--- config.mk ---
export PLATFORM = sky130hd
export DESIGN_NAME = gpio_edge_responder
export DESIGN_NICKNAME = d
export VERILOG_FILES = /design/src/rtl/gpio_edge_pkg.sv /design/src/rtl/gpio_edge_channel.sv /design/src/rtl/gpio_edge_responder.sv
export SDC_FILE = /design/constraint.sdc
export NUM_CORES = 1
export LEC_CHECK = 0
export BUFFER_PORTS_ARGS = -buffer_cell sky130_fd_sc_hd__buf_4
export CAP_MARGIN = 20
export CORE_MARGIN = 2
export CORE_UTILIZATION = 46
export DETAILED_ROUTE_END_ITERATION = 8
export HOLD_SLACK_MARGIN = 0.05
export PLACE_DENSITY = 0.7
export SYNTH_ARGS = -nofsm -noshare
export SYNTH_HDL_FRONTEND = slang
export SYNTH_SLANG_ARGS = --single-unit
--- constraint.sdc ---
create_clock -name clk -period 1.9 [get_ports clk]
set_clock_uncertainty 0.15 [all_clocks]
set_input_delay 0.095 -clock clk [delete_from_list [all_inputs] [get_ports clk]]
set_output_delay 0.095 -clock clk [all_outputs]
set_load 0.005 [all_outputs]
--- src/rtl/gpio_edge_pkg.sv ---
// Shared types and constants for the GPIO edge responder.
//   edge_mode_e        per-line edge selection (OFF / RISE / FALL / BOTH)
//   DefaultSyncStages  default synchroniser depth for async inputs
package gpio_edge_pkg;

  typedef enum logic [1:0] {
    EDGE_OFF  = 2'd0,
    EDGE_RISE = 2'd1,
    EDGE_FALL = 2'd2,
    EDGE_BOTH = 2'd3
  } edge_mode_e;

  localparam int unsigned DefaultSyncStages = 2;

endpackage : gpio_edge_pkg

--- src/rtl/gpio_edge_channel.sv ---
// One monitored GPIO line: input/ack synchronisers, edge detect, sticky
// irq/overrun flags and a saturating edge counter.
//   clk, rst    clock, async active-high reset
//   gpio_in     raw line (async)
//   ack         raw acknowledge (async); its synced rising edge clears flags
//   edge_mode   which edges raise an event
//   count_clr   synchronous counter clear (wins over a same-cycle edge)
//   irq         sticky event-pending flag
//   overrun     sticky: event arrived while irq already pending
//   gpio_sync   synchronised copy of gpio_in
//   edge_count  saturating count of qualified edges
module gpio_edge_channel
  import gpio_edge_pkg::*;
#(
  parameter int unsigned SyncStages = DefaultSyncStages,
  parameter int unsigned CountWidth = 8
) (
  input  logic                  clk,
  input  logic                  rst,
  input  logic                  gpio_in,
  input  logic                  ack,
  input  edge_mode_e            edge_mode,
  input  logic                  count_clr,
  output logic                  irq,
  output logic                  overrun,
  output logic                  gpio_sync,
  output logic [CountWidth-1:0] edge_count
);

  localparam logic [CountWidth-1:0] CountMax = '1;

  logic [SyncStages-1:0] gpio_sh;
  logic [SyncStages-1:0] ack_sh;
  logic                  gpio_prev;
  logic                  ack_prev;
  logic                  gpio_s;
  logic                  ack_s;

  logic                  edge_hit;
  logic                  ack_clear;
  logic                  irq_d;
  logic                  overrun_d;
  logic [CountWidth-1:0] count_d;

  assign gpio_s    = gpio_sh[SyncStages-1];
  assign ack_s     = ack_sh[SyncStages-1];
  assign gpio_sync = gpio_s;

  // Synchroniser chains plus one history flop each for edge detection.
  always_ff @(posedge clk or posedge rst) begin
    if (rst) begin
      gpio_sh   <= '0;
      ack_sh    <= '0;
      gpio_prev <= 1'b0;
      ack_prev  <= 1'b0;
    end else begin
      gpio_sh   <= {gpio_sh[SyncStages-2:0], gpio_in};
      ack_sh    <= {ack_sh[SyncStages-2:0], ack};
      gpio_prev <= gpio_s;
      ack_prev  <= ack_s;
    end
  end

  // Mode-qualified edge and ack rising edge (held ack clears only once).
  always_comb begin
    edge_hit  = 1'b0;
    ack_clear = ack_s & ~ack_prev;
    case (edge_mode)
      EDGE_RISE: edge_hit = gpio_s & ~gpio_prev;
      EDGE_FALL: edge_hit = ~gpio_s & gpio_prev;
      EDGE_BOTH: edge_hit = gpio_s ^ gpio_prev;
      default:   edge_hit = 1'b0;
    endcase
  end

  // Flag/counter next state: a new event beats a same-cycle ack for irq,
  // while the ack still clears overrun; count_clr beats an increment.
  always_comb begin
    irq_d     = irq;
    overrun_d = overrun;
    count_d   = edge_count;
    if (edge_hit) begin
      irq_d = 1'b1;
    end else if (ack_clear) begin
      irq_d = 1'b0;
    end
    if (ack_clear) begin
      overrun_d = 1'b0;
    end else if (edge_hit && irq) begin
      overrun_d = 1'b1;
    end
    if (count_clr) begin
      count_d = '0;
    end else if (edge_hit && (edge_count != CountMax)) begin
      count_d = edge_count + CountWidth'(1);
    end
  end

  always_ff @(posedge clk or posedge rst) begin
    if (rst) begin
      irq        <= 1'b0;
      overrun    <= 1'b0;
      edge_count <= '0;
    end else begin
      irq        <= irq_d;
      overrun    <= overrun_d;
      edge_count <= count_d;
    end
  end

endmodule : gpio_edge_channel

--- src/rtl/gpio_edge_responder.sv ---
// Per-line GPIO edge detector / interrupt responder between the Renode GPIO
// outputs (gpio_in, ack) and Renode inputs (irq, overrun).
//   clk, rst    clock, async active-high reset
//   gpio_in     [Width]             monitored lines
//   ack         [Width]             per-line acknowledge
//   edge_mode   [2*Width]           line i mode at [2*i +: 2]
//   count_clr                       clear all edge counters
//   irq         [Width]             sticky event-pending flags
//   overrun     [Width]             sticky overrun flags
//   gpio_sync   [Width]             synchronised gpio_in
//   edge_count  [Width*CountWidth]  line i at [i*CountWidth +: CountWidth]
module gpio_edge_responder
  import gpio_edge_pkg::*;
#(
  parameter int unsigned Width      = 2,
  parameter int unsigned SyncStages = DefaultSyncStages,
  parameter int unsigned CountWidth = 8
) (
  input  logic                        clk,
  input  logic                        rst,
  input  logic [Width-1:0]            gpio_in,
  input  logic [Width-1:0]            ack,
  input  logic [2*Width-1:0]          edge_mode,
  input  logic                        count_clr,
  output logic [Width-1:0]            irq,
  output logic [Width-1:0]            overrun,
  output logic [Width-1:0]            gpio_sync,
  output logic [Width*CountWidth-1:0] edge_count
);

  // Lines are independent; the top only slices buses.
  for (genvar i = 0; i < int'(Width); i++) begin : g_line
    gpio_edge_channel #(
      .SyncStages (SyncStages),
      .CountWidth (CountWidth)
    ) u_channel (
      .clk        (clk),
      .rst        (rst),
      .gpio_in    (gpio_in[i]),
      .ack        (ack[i]),
      .edge_mode  (edge_mode_e'(edge_mode[2*i +: 2])),
      .count_clr  (count_clr),
      .irq        (irq[i]),
      .overrun    (overrun[i]),
      .gpio_sync  (gpio_sync[i]),
      .edge_count (edge_count[i*CountWidth +: CountWidth])
    );
  end

endmodule : gpio_edge_responder

==> results of run 1 <==
-- registers in the layout (all words and copies together), names as in the netlist --
| name | count |
|---|---|
| g_line.u_channel.gpio_prev | 2 |
| g_line.u_channel.ack_sh | 4 |
| g_line.u_channel.irq | 2 |
| g_line.u_channel.edge_count | 16 |
| g_line.u_channel.gpio_sh | 4 |
| g_line.u_channel.overrun | 2 |
| g_line.u_channel.ack_prev | 2 |
-- tightest hold or removal path, stage by stage --
cell      delay, ns
buf_4          0.09
nand3b_1       0.18
nand2_1        0.16
a21o_1         0.09
-- cells in the final DEF (no fill, tap or decap), types with 2 or more instances in the layout --
cell / instances
nor2_2: 2
nand3b_1: 2
clkbuf_4: 5
a211oi_1: 2
xnor2_1: 9
nor2b_2: 2
nor3_1: 2
inv_1: 9
ha_1: 6
nor2_1: 14
buf_4: 39
nand3_1: 8
nor2b_1: 3
dfrtp_1: 32
a21oi_1: 9
nand2_1: 7
dlygate4sd3_1: 9
o21ai_0: 3
-- synthesized netlist by cell type --
master	number	area share, %
nand2_1	7	1.8
a31oi_4	1	1.4
o21a_1	1	0.50
and3_2	1	0.50
o21ai_0	3	1.0
nor3_1	3	1.0
buf_4	6	3.0
nor4_1	2	0.84
nand4_1	1	0.42
a211oi_1	2	1.0
o21ai_4	1	1.1
xnor2_1	9	5.3
a31oi_1	1	0.42
clkbuf_1	1	0.25
nand4_2	1	0.84
nor2_2	1	0.42
and3b_2	1	0.67
buf_1	1	0.25
a21oi_2	1	0.58
dfrtp_1	32	53
mux2_4	1	1.0
nor2b_1	5	2.1
mux2i_1	1	0.67
mux2_2	1	0.75
o2111ai_2	1	1.0
a21o_1	1	0.50
nor2_1	15	3.8
or2_1	1	0.42
ha_1	6	5.0
inv_1	9	2.3
a21oi_1	9	3.0
and2b_1	1	0.50
nand3_1	8	2.7
a21bo_1	1	0.67
nand3b_1	2	1.0
-- final cells by class --
type	instances	area, um^2
repair buffers	48	383
well taps	44	55.1
inverters	9	33.8
clock inverters	2	35.0
clock buffers	6	41.3
fillers	267	1070
multi-input cells	90	659
flip-flops and latches	32	801
-- cells by family (layout without fill, tap and decap cells) --
kind of cell / after synthesis / count (layout) / synth area share (%)
and+or+nand+nor: 49 / 49 / 16.9
DFF: 32 / 32 / 53.5
AOI/OAI and AO/OA: 22 / 23 / 11.2
buffers and inverters: 17 / 65 / 5.76
xor gates and xnor gates: 9 / 9 / 5.26
adders and majority gates: 6 / 6 / 5.01
muxes: 3 / 3 / 2.42
-- per-stage QoR --
| stage | worst slack [ns] | cell area [um^2] | hold WS, ns | total power, mW |
|---|---|---|---|---|
| floorplan | 0.0761 | 1500 | -0.0236 | 0.851 |
| CTS | 0.0306 | 1930 | 0.167 | 1.43 |
| global route | -0.0196 | 2010 | 0.228 | 1.50 |
| global placement | 0.0563 | 1760 | 0.0512 | 0.903 |
| detailed placement | 0.00961 | 1760 | 0.0555 | 0.911 |
| finish | 0.0659 | 2010 | 0.175 | 1.42 |
-- routing by layer --
metal  vias to the layer above  track usage (%)  wire length (um)
met3                         7             6.30               145
met4                         0             6.52                45
met1                       565             19.3              1160
met2                        27             30.5              1470
met5                         -                0                 0
li1                        561                -                 -
-- worst paths after layout --
path / start / to / slack (ns) / depth (start not counted)
worst max-delay path: g_line[1].u_channel.gpio_prev$_DFF_PP0_ / g_line[1].u_channel.edge_count[7]$_DFFE_PP0P_ / 0.07 / 7
worst min-delay path: edge_mode[3] / g_line[1].u_channel.irq$_DFFE_PP0P_ / 0.17 / 4
worst max register to register: g_line[1].u_channel.gpio_prev$_DFF_PP0_ / g_line[1].u_channel.edge_count[7]$_DFFE_PP0P_ / 0.07 / 7
worst min register to register: g_line[1].u_channel.ack_sh[0]$_DFF_PP0_ / g_line[1].u_channel.ack_sh[1]$_DFF_PP0_ / 0.21 / 0
max in group asynchronous: rst / g_line[0].u_channel.edge_count[6]$_DFFE_PP0P_ / 1.07 / 4
min in group asynchronous: rst / g_line[1].u_channel.edge_count[2]$_DFFE_PP0P_ / 0.25 / 4
-- power by group through the flow --
| stage | Sequential, mW | Clock [mW] | Combinational (mW) |
|---|---|---|---|
| after floorplan | 0.750 | 0 | 0.102 |
| after global placement | 0.751 | 0 | 0.152 |
| after detailed placement | 0.754 | 0 | 0.157 |
| after global routing | 0.746 | 0.550 | 0.208 |
| final | 0.740 | 0.499 | 0.184 |
| after CTS | 0.741 | 0.521 | 0.173 |
-- what timing repair did --
item / in CTS / in global routing
hold endpoints to repair: 53 / 0
setup endpoints to repair: 1 / 8
setup buffers: 0 / 4
hold buffers: 9 / 0
pin swaps: 0 / 4
gates resized for setup: 1 / 7
gates cloned: 0 / 1
==> results.yml, run 1 <==
clocking:
  tritoncts.num_buffers: 5
  clkLatencyLatePin_ns: 0.33
  clkSinkCount: 32
  cts_tree: "built"
  clockRootBuffer: "clkbuf_4"
  h_tree_lvls: 2
  clock_transition_at_the_register_clock_pins_on_the_worst_setup_and_hold_paths_after_cts_ns: 0.09
  cts-root-to-sink-buffers: 2
cells_and_area:
  antenna_cells: 0
  design.final.nets: 203
  final_cell_count_no_fill: 231
  final_layout_size_suffix_gt1_share_pct: 34.2
  layout-area-overhead-vs-synth_pct: 34.1
  finalCoreUtilization_pct: 65.2
floorplan:
  die-area_um2: 3730
  row_count: 20
  core-area_um2: 3080
  floorplan.die.height_um: 61.1
  design.portCount: 33
  chipWidth_um: 61.1
  starting_density_pct: 48.7
setup_path:
  bufs_and_invs_on_worst_path: 1
  cpLargestDelayFamily: "flip-flops"
  cp-start-kind: "register"
  crit_path_max_incr_delay_ns: 0.37
  maximum_fanout_encountered_on_the_critical_timing_path: 6
  critical_path.cell_chain: "inv_1, ha_1, nor2b_2, o21ai_4, a21oi_2, and2b_1, mux2_4"
  timing.setup.critical_path_class: "register to register"
  cpMaxStageDelayCell: "dfrtp_1"
  worstPathRequired_ns: 1.97
  critPathArrivalTime_ns: 1.91
  end_kind: "register"
global_routing:
  first_global_vias: 1137
  grt_max_degree: 33
  grt_use_total_pct: 17.4
  grt_pass1_wl_um: 4640
  grt_antenna_before_repair: 0
  gr-total-overflow: 0
synthesis:
  synth.lib_cells_used.distinct: 35
  syn_area_per_cell_um2: 10.9
  synthesis.yosys.warnings: 0
  synth.cell_area_um2: 1500
  post_synth_inst_count: 138
  postSynthNetCount: 155
  yosys_register_bits: 32
  sequential_share_of_the_synthesized_area_pct: 53.5
job:
  cap_violations: 0
pwr:
  sequential_group_share_of_total_power_pct: 52.0
  power_per_cell_area_nw_per_um2: 709
  swShare_pct: 23.4
  clockPowerShare_pct: 35.1
  switchingPower_mw: 0.333
  leakage_nw: 0.945
  ir_worst_vdd_uv: 520
  combPwrFrac_pct: 12.9
  cellInternalPower_mw: 1.09
drt:
  vias_per_inst: 5.02
  routed_wire_length_per_instance_um: 12.2
  wirelength_um: 2820
  drc: 0
  drtIter0Drc: 70
  vias: 1160
  dr.pass1.iters: 5
  drtAntennaViolNets: 0
sta:
  setup_repair_after_global_routing_missed_its_margin: "yes"
  timing.slew.headroom_pct: 74.5
  fmaxAchievable_ghz: 0.545
  final.min_clock_period_ns: 1.83
  setup_viol: 0
  slew_viol_final: 0
  fin_crit_sh_pct: 96.5
  worst-slew-pin-transition_ns: 0.383
  timing_hold_violations_final: 0
  setup_total_negative_slack_ns: 0
placement:
  gpl.final_weighted_congestion: 0.884
  io_buffer_count: 32
  placed_cells: 209
  hpwlAfterDp_um: 1900
hold_path:
  worstHoldPathType: "primary input to register"
outcome:
  status: "complete, no violations"
No activity file was read; power rests on OpenSTA's default activity.
==> inputs of run 2 (changes only) <==
--- a/config.mk
+++ b/config.mk
@@ -8,10 +8,10 @@
 export BUFFER_PORTS_ARGS = -buffer_cell sky130_fd_sc_hd__buf_4
 export CAP_MARGIN = 20
 export CORE_MARGIN = 2
-export CORE_UTILIZATION = 46
+export CORE_UTILIZATION = 45
 export DETAILED_ROUTE_END_ITERATION = 8
 export HOLD_SLACK_MARGIN = 0.05
-export PLACE_DENSITY = 0.7
+export PLACE_DENSITY = 0.69
 export SYNTH_ARGS = -nofsm -noshare
 export SYNTH_HDL_FRONTEND = slang
 export SYNTH_SLANG_ARGS = --single-unit
==> run 2 against run 1 <==
  * Worst setup slack improved by 0.0014 ns
  * Count of clock-buffer cells in the layout stayed put
  * Critical path depth shrank 1
  * Sequential cell count unchanged
  * First-iteration DRC count rose by 17%
  * Final cell count shrank 1.3%
  * Via count fell by 1.0%
  * Non-clock buffer count is 3 lower
  * Total power shrank 0.12%
==> results.yml, run 2 (same netlist as run 1, synthesis figures left out) <==
setup_path:
  worstPathRequired_ns: 1.97
  maximum_fanout_encountered_on_the_critical_timing_path: 6
  timing.setup.critical_path_class: "register to register"
  critPathArrivalTime_ns: 1.90
  end_kind: "register"
  cp-start-kind: "register"
drt:
  routed_wire_length_per_instance_um: 12.2
  drtAntennaViolNets: 0
  drc: 0
  vias: 1148
  dr.pass1.iters: 4
  wirelength_um: 2770
  vias_per_inst: 5.04
  drtIter0Drc: 82
sta:
  timing_hold_violations_final: 0
  worst-slew-pin-transition_ns: 0.388
  timing.slew.headroom_pct: 74.1
  slew_viol_final: 0
  setup_viol: 0
  setup_repair_after_global_routing_missed_its_margin: "yes"
  post-route-worst-setup-slack_ns: 0.0672
  fmaxAchievable_ghz: 0.546
  fin_crit_sh_pct: 96.5
  final.min_clock_period_ns: 1.83
cells_and_area:
  mostFrequentLayoutCell: "buf_4"
  postLayoutCellArea_um2: 1970
  largest_reg_flops: 16
  final_cell_count_no_fill: 228
  reg.largest.list: "g_line.u_channel.edge_count x16, g_line.u_channel.ack_sh x4, g_line.u_channel.gpio_sh x4"
  design.final.nets: 200
  antenna_cells: 0
  final_layout_size_suffix_gt1_share_pct: 32.1
  regMostFlops: "g_line.u_channel.edge_count"
  layout.cells.most_common_list: "buf_4, dfrtp_1, nor2_1"
  layout-area-overhead-vs-synth_pct: 31.5
clocking:
  cts_tree: "built"
  clkLatencyLatePin_ns: 0.34
  clkSinkCount: 32
  cts-root-to-sink-buffers: 2
  h_tree_lvls: 2
  clock_transition_at_the_register_clock_pins_on_the_worst_setup_and_hold_paths_after_cts_ns: 0.09
  clockRootBuffer: "clkbuf_4"
  tritoncts.num_buffers: 5
global_routing:
  busiest_layer: "met2"
  grt_met2_use_pct: 26.8
  grt_antenna_before_repair: 0
  gr-total-overflow: 0
  grt_max_degree: 33
  grt_use_total_pct: 16.7
  grt.met1_usage_pct: 19.8
  first_global_vias: 1063
  grt_pass1_wl_um: 4500
  met3_usage_pct: 7.45
floorplan:
  design.portCount: 33
  die-area_um2: 3810
  starting_density_pct: 48.3
  row_count: 20
  chipWidth_um: 61.7
  floorplan.die.height_um: 61.7
  core-area_um2: 3100
outcome:
  status: "complete, no violations"
placement:
  gpl.final_weighted_congestion: 0.900
  io_buffer_count: 32
  dp_worst_setup_slack_ns: 0.0275
  hpwlAfterDp_um: 1810
  placed_cells: 209
  dpl_cell_area_um2: 1760
pwr:
  leakage_nw: 0.930
  ir_worst_vdd_uv: 445
  power_per_cell_area_nw_per_um2: 722
job:
  cap_violations: 0
hold_path:
  worstHoldPathType: "primary input to register"
==> run 2: cell types whose count changed in the layout (fill, tap and decap cells not counted) <==
cell and delta:
nor2b_1 +1, nor4_2 +1, nor2b_2 -1, buf_4 -3
nor3_1 +1, nor3_2 -1, nor4_4 -1
==> run 2: layer usage <==
| metal | vias to the layer above | wire length (um) |
|---|---|---|
| met5 | - | 0 |
| met4 | 0 | 47 |
| li1 | 554 | - |
| met3 | 6 | 172 |
| met2 | 36 | 1390 |
| met1 | 552 | 1160 |
==> run 2: per-stage QoR <==
stage          utilization [%]  hold WS, ns  power [mW]  TNS (ns)
6_report                  63.5        0.150        1.42         0
5_1_grt                   63.5        0.182        1.50   -0.0919
4_1_cts                   62.2        0.132        1.44         0
3_5_place_dp              56.8       0.0553       0.909         0
3_3_place_gp              56.8       0.0515       0.903         0
2_1_floorplan                -      -0.0236       0.851         0
==> run 2: cell type report <==
class / count / area (um^2)
repair buffers: 45 / 360
fillers: 259 / 1130
multi-input cells: 90 / 643
well taps: 44 / 55.1
inverters: 9 / 33.8
clock inverters: 2 / 35.0
clock buffers: 6 / 41.3
flip-flops and latches: 32 / 801
==> run 2: path summary, 6_finish.rpt <==
path / slack [ns] / to / startpoint / cells past startpoint
worst max-delay path: 0.07 / g_line[1].u_channel.edge_count[7]$_DFFE_PP0P_ / g_line[1].u_channel.gpio_sh[1]$_DFF_PP0_ / 6
worst min-delay path: 0.15 / g_line[1].u_channel.irq$_DFFE_PP0P_ / edge_mode[3] / 4
worst max register to register: 0.07 / g_line[1].u_channel.edge_count[7]$_DFFE_PP0P_ / g_line[1].u_channel.gpio_sh[1]$_DFF_PP0_ / 6
worst min register to register: 0.21 / g_line[0].u_channel.ack_sh[1]$_DFF_PP0_ / g_line[0].u_channel.ack_sh[0]$_DFF_PP0_ / 0
max in group asynchronous: 1.07 / g_line[0].u_channel.edge_count[6]$_DFFE_PP0P_ / rst / 4
min in group asynchronous: 0.24 / g_line[0].u_channel.gpio_sh[0]$_DFF_PP0_ / rst / 4
==> run 2: report_power, final <==
part           internal, mW  leakage (nW)  switching, mW
registers             0.715         0.410         0.0250
logic                0.0955         0.479         0.0828
clock network         0.276        0.0422          0.227
==> run 2: timing repair <==
item	4_1_cts	5_1_grt
buffers inserted	0	1
hold buffers	9	0
endpoints found under the hold margin	53	0
endpoints found under the setup margin	0	9
gates resized for setup	0	5
==> run 2: critical path, stage by stage (launching register included) <==
cell	delay, ns
dfrtp_1	0.42
ha_1	0.29
nor2b_2	0.15
o21ai_4	0.09
a21oi_2	0.16
and2b_1	0.16
mux2_4	0.29
==> inputs of run 3 (changes only) <==
--- a/config.mk
+++ b/config.mk
@@ -7,11 +7,13 @@
 export LEC_CHECK = 0
 export BUFFER_PORTS_ARGS = -buffer_cell sky130_fd_sc_hd__buf_4
 export CAP_MARGIN = 20
+export CELL_PAD_IN_SITES_DETAIL_PLACEMENT = 0
+export CELL_PAD_IN_SITES_GLOBAL_PLACEMENT = 2
 export CORE_MARGIN = 2
-export CORE_UTILIZATION = 45
+export CORE_UTILIZATION = 30
 export DETAILED_ROUTE_END_ITERATION = 8
 export HOLD_SLACK_MARGIN = 0.05
-export PLACE_DENSITY = 0.69
+export PLACE_DENSITY = 0.72
 export SYNTH_ARGS = -nofsm -noshare
 export SYNTH_HDL_FRONTEND = slang
 export SYNTH_SLANG_ARGS = --single-unit
==> run 3 against run 2 <==
  * Worst hold slack worse by 0.054 ns
  * Largest power group unchanged
  * Non-clock buffer count up 3
  * Register-to-register slack about the same
==> results.yml, run 3 (same netlist as run 1, synthesis figures left out) <==
outcome:
  status: "complete, no violations"
setup_path:
  critical_path.cell_chain: "inv_1, ha_1, nor2b_2, o21ai_4, a21oi_4, and2b_1, mux2_4"
  worstPathRequired_ns: 1.92
  crit_path_max_incr_delay_ns: 0.35
  cpMaxStageDelayCell: "dfrtp_1"
  bufs_and_invs_on_worst_path: 1
  register_to_register_setup_slack_ns: 0.06
  crit-reg2reg-capture: "g_line[1].u_channel.edge_count[7]$_DFFE_PP0P_"
  maximum_fanout_encountered_on_the_critical_timing_path: 6
  crit_start: "g_line[1].u_channel.gpio_prev$_DFF_PP0_"
  cp-start-kind: "register"
  length_in_cells_of_the_worst_reg_to_reg_path: 7
  end_kind: "register"
  critPathArrivalTime_ns: 1.86
  cpLargestDelayFamily: "flip-flops"
  crit-reg2reg-launch: "g_line[1].u_channel.gpio_prev$_DFF_PP0_"
  timing.setup.critical_path_class: "register to register"
clocking:
  h_tree_lvls: 2
  clkLatencyLatePin_ns: 0.28
  clkSinkCount: 32
  cts_tree: "built"
  cts-root-to-sink-buffers: 2
  tritoncts.num_buffers: 5
  clockRootBuffer: "clkbuf_8"
  clock_transition_at_the_register_clock_pins_on_the_worst_setup_and_hold_paths_after_cts_ns: 0.07
hold_path:
  timing.hold.worst_endpoint: "g_line[0].u_channel.irq$_DFFE_PP0P_"
  hold-path-cell-count: 4
  worstHoldPathType: "primary input to register"
  worstHoldStart: "edge_mode[0]"
pwr:
  cellInternalPower_mw: 1.20
  power_per_cell_area_nw_per_um2: 757
  leakage_nw: 0.959
  sequential_group_share_of_total_power_pct: 47.9
  switchingPower_mw: 0.346
  ir_worst_vdd_uv: 278
  clockPowerShare_pct: 40.9
  combPwrFrac_pct: 11.2
  swShare_pct: 22.4
drt:
  drtIter0Drc: 36
  drc: 0
  vias: 1143
  drtAntennaViolNets: 0
  wirelength_um: 2850
  dr.pass1.iters: 4
  routed_wire_length_per_instance_um: 11.3
  vias_per_inst: 4.52
cells_and_area:
  largest_reg_flops: 16
  reg.largest.list: "g_line.u_channel.edge_count x16, g_line.u_channel.ack_sh x4, g_line.u_channel.gpio_sh x4"
  layout-area-overhead-vs-synth_pct: 36.2
  finalCoreUtilization_pct: 42.9
  regMostFlops: "g_line.u_channel.edge_count"
  final_layout_size_suffix_gt1_share_pct: 32.3
  antenna_cells: 0
  mostFrequentLayoutCell: "buf_4"
  postLayoutCellArea_um2: 2040
  design.final.nets: 202
  layout.cells.most_common_list: "buf_4, dfrtp_1, nor2_1"
placement:
  dpl_cell_area_um2: 1810
  gpl.final_weighted_congestion: 0.786
  io_buffer_count: 32
  hpwlAfterDp_um: 2100
  dp_worst_setup_slack_ns: -0.0317
floorplan:
  chipWidth_um: 74.7
  row_count: 25
  starting_density_pct: 31.5
  floorplan.die.height_um: 74.7
  design.portCount: 33
  core-area_um2: 4750
  die-area_um2: 5570
sta:
  worst_hold_slack_across_all_endpoints_ns: 0.0965
  timing_hold_violations_final: 0
  final.min_clock_period_ns: 1.84
  fin_crit_sh_pct: 96.8
  post-route-worst-setup-slack_ns: 0.0602
  slew_viol_final: 0
  setup_viol: 0
  fmaxAchievable_ghz: 0.544
  worst-slew-pin-transition_ns: 0.395
  timing.slew.headroom_pct: 73.7
  setup_total_negative_slack_ns: 0
  setup_repair_after_global_routing_missed_its_margin: "yes"
global_routing:
  grt_use_total_pct: 11.7
  gr-total-overflow: 0
  grt_pass1_wl_um: 4820
  first_global_vias: 1067
  grt_antenna_before_repair: 0
  grt_max_degree: 33
job:
  cap_violations: 0
-- run 3: worst max path at each step --
| stage | endpoint | cells past startpoint |
|---|---|---|
| after floorplan | g_line[1].u_channel.edge_count[7]$_DFFE_PP0P_ | 6 |
| after global placement | g_line[1].u_channel.edge_count[7]$_DFFE_PP0P_ | 7 |
| after detailed placement | g_line[1].u_channel.edge_count[7]$_DFFE_PP0P_ | 7 |
| after CTS | g_line[1].u_channel.edge_count[7]$_DFFE_PP0P_ | 7 |
| after global routing | g_line[0].u_channel.edge_count[5]$_DFFE_PP0P_ | 6 |
| final | g_line[1].u_channel.edge_count[7]$_DFFE_PP0P_ | 7 |
-- run 3: metrics by stage --
stage                     total power [mW]  std cells
after floorplan                      0.851        138
after global placement               0.908        235
after detailed placement             0.915        235
after CTS                             1.57        251
after global routing                  1.63        253
final                                 1.54        253
-- run 3: tightest hold or removal path: stages --
cell	delay [ns]
buf_4	0.09
and3b_2	0.19
a31oi_4	0.06
nand2_1	0.05
-- run 3: power by group through the flow --
stage	clock network [mW]	registers, mW	logic [mW]
after floorplan	0	0.750	0.102
after global placement	0	0.751	0.157
after detailed placement	0	0.755	0.161
after CTS	0.655	0.741	0.175
after global routing	0.690	0.745	0.196
final	0.631	0.741	0.173
-- run 3: layout make-up --
type	instances	area [um^2]
Tap cell	67	83.8
Sequential cell	32	801
Clock inverter	2	35.0
Timing Repair Buffer	48	384
Multi-Input combinational cell	89	629
Inverter	9	33.8
Fill cell	470	2720
Clock buffer	6	72.6
-- run 3: repair_timing --
item	CTS	global route
endpoints found under the hold margin	51	0
hold buffers	8	0
pin swaps	0	5
buffers inserted	0	2
resized for setup	1	4
setup endpoints to repair	1	9
-- run 3: layer usage --
| metal | global-route usage (%) | wire (um) |
|---|---|---|
| met1 | 14.8 | 1290 |
| met5 | 0 | 0 |
| met2 | 18.0 | 1310 |
| met3 | 4.42 | 203 |
| met4 | 4.76 | 51 |
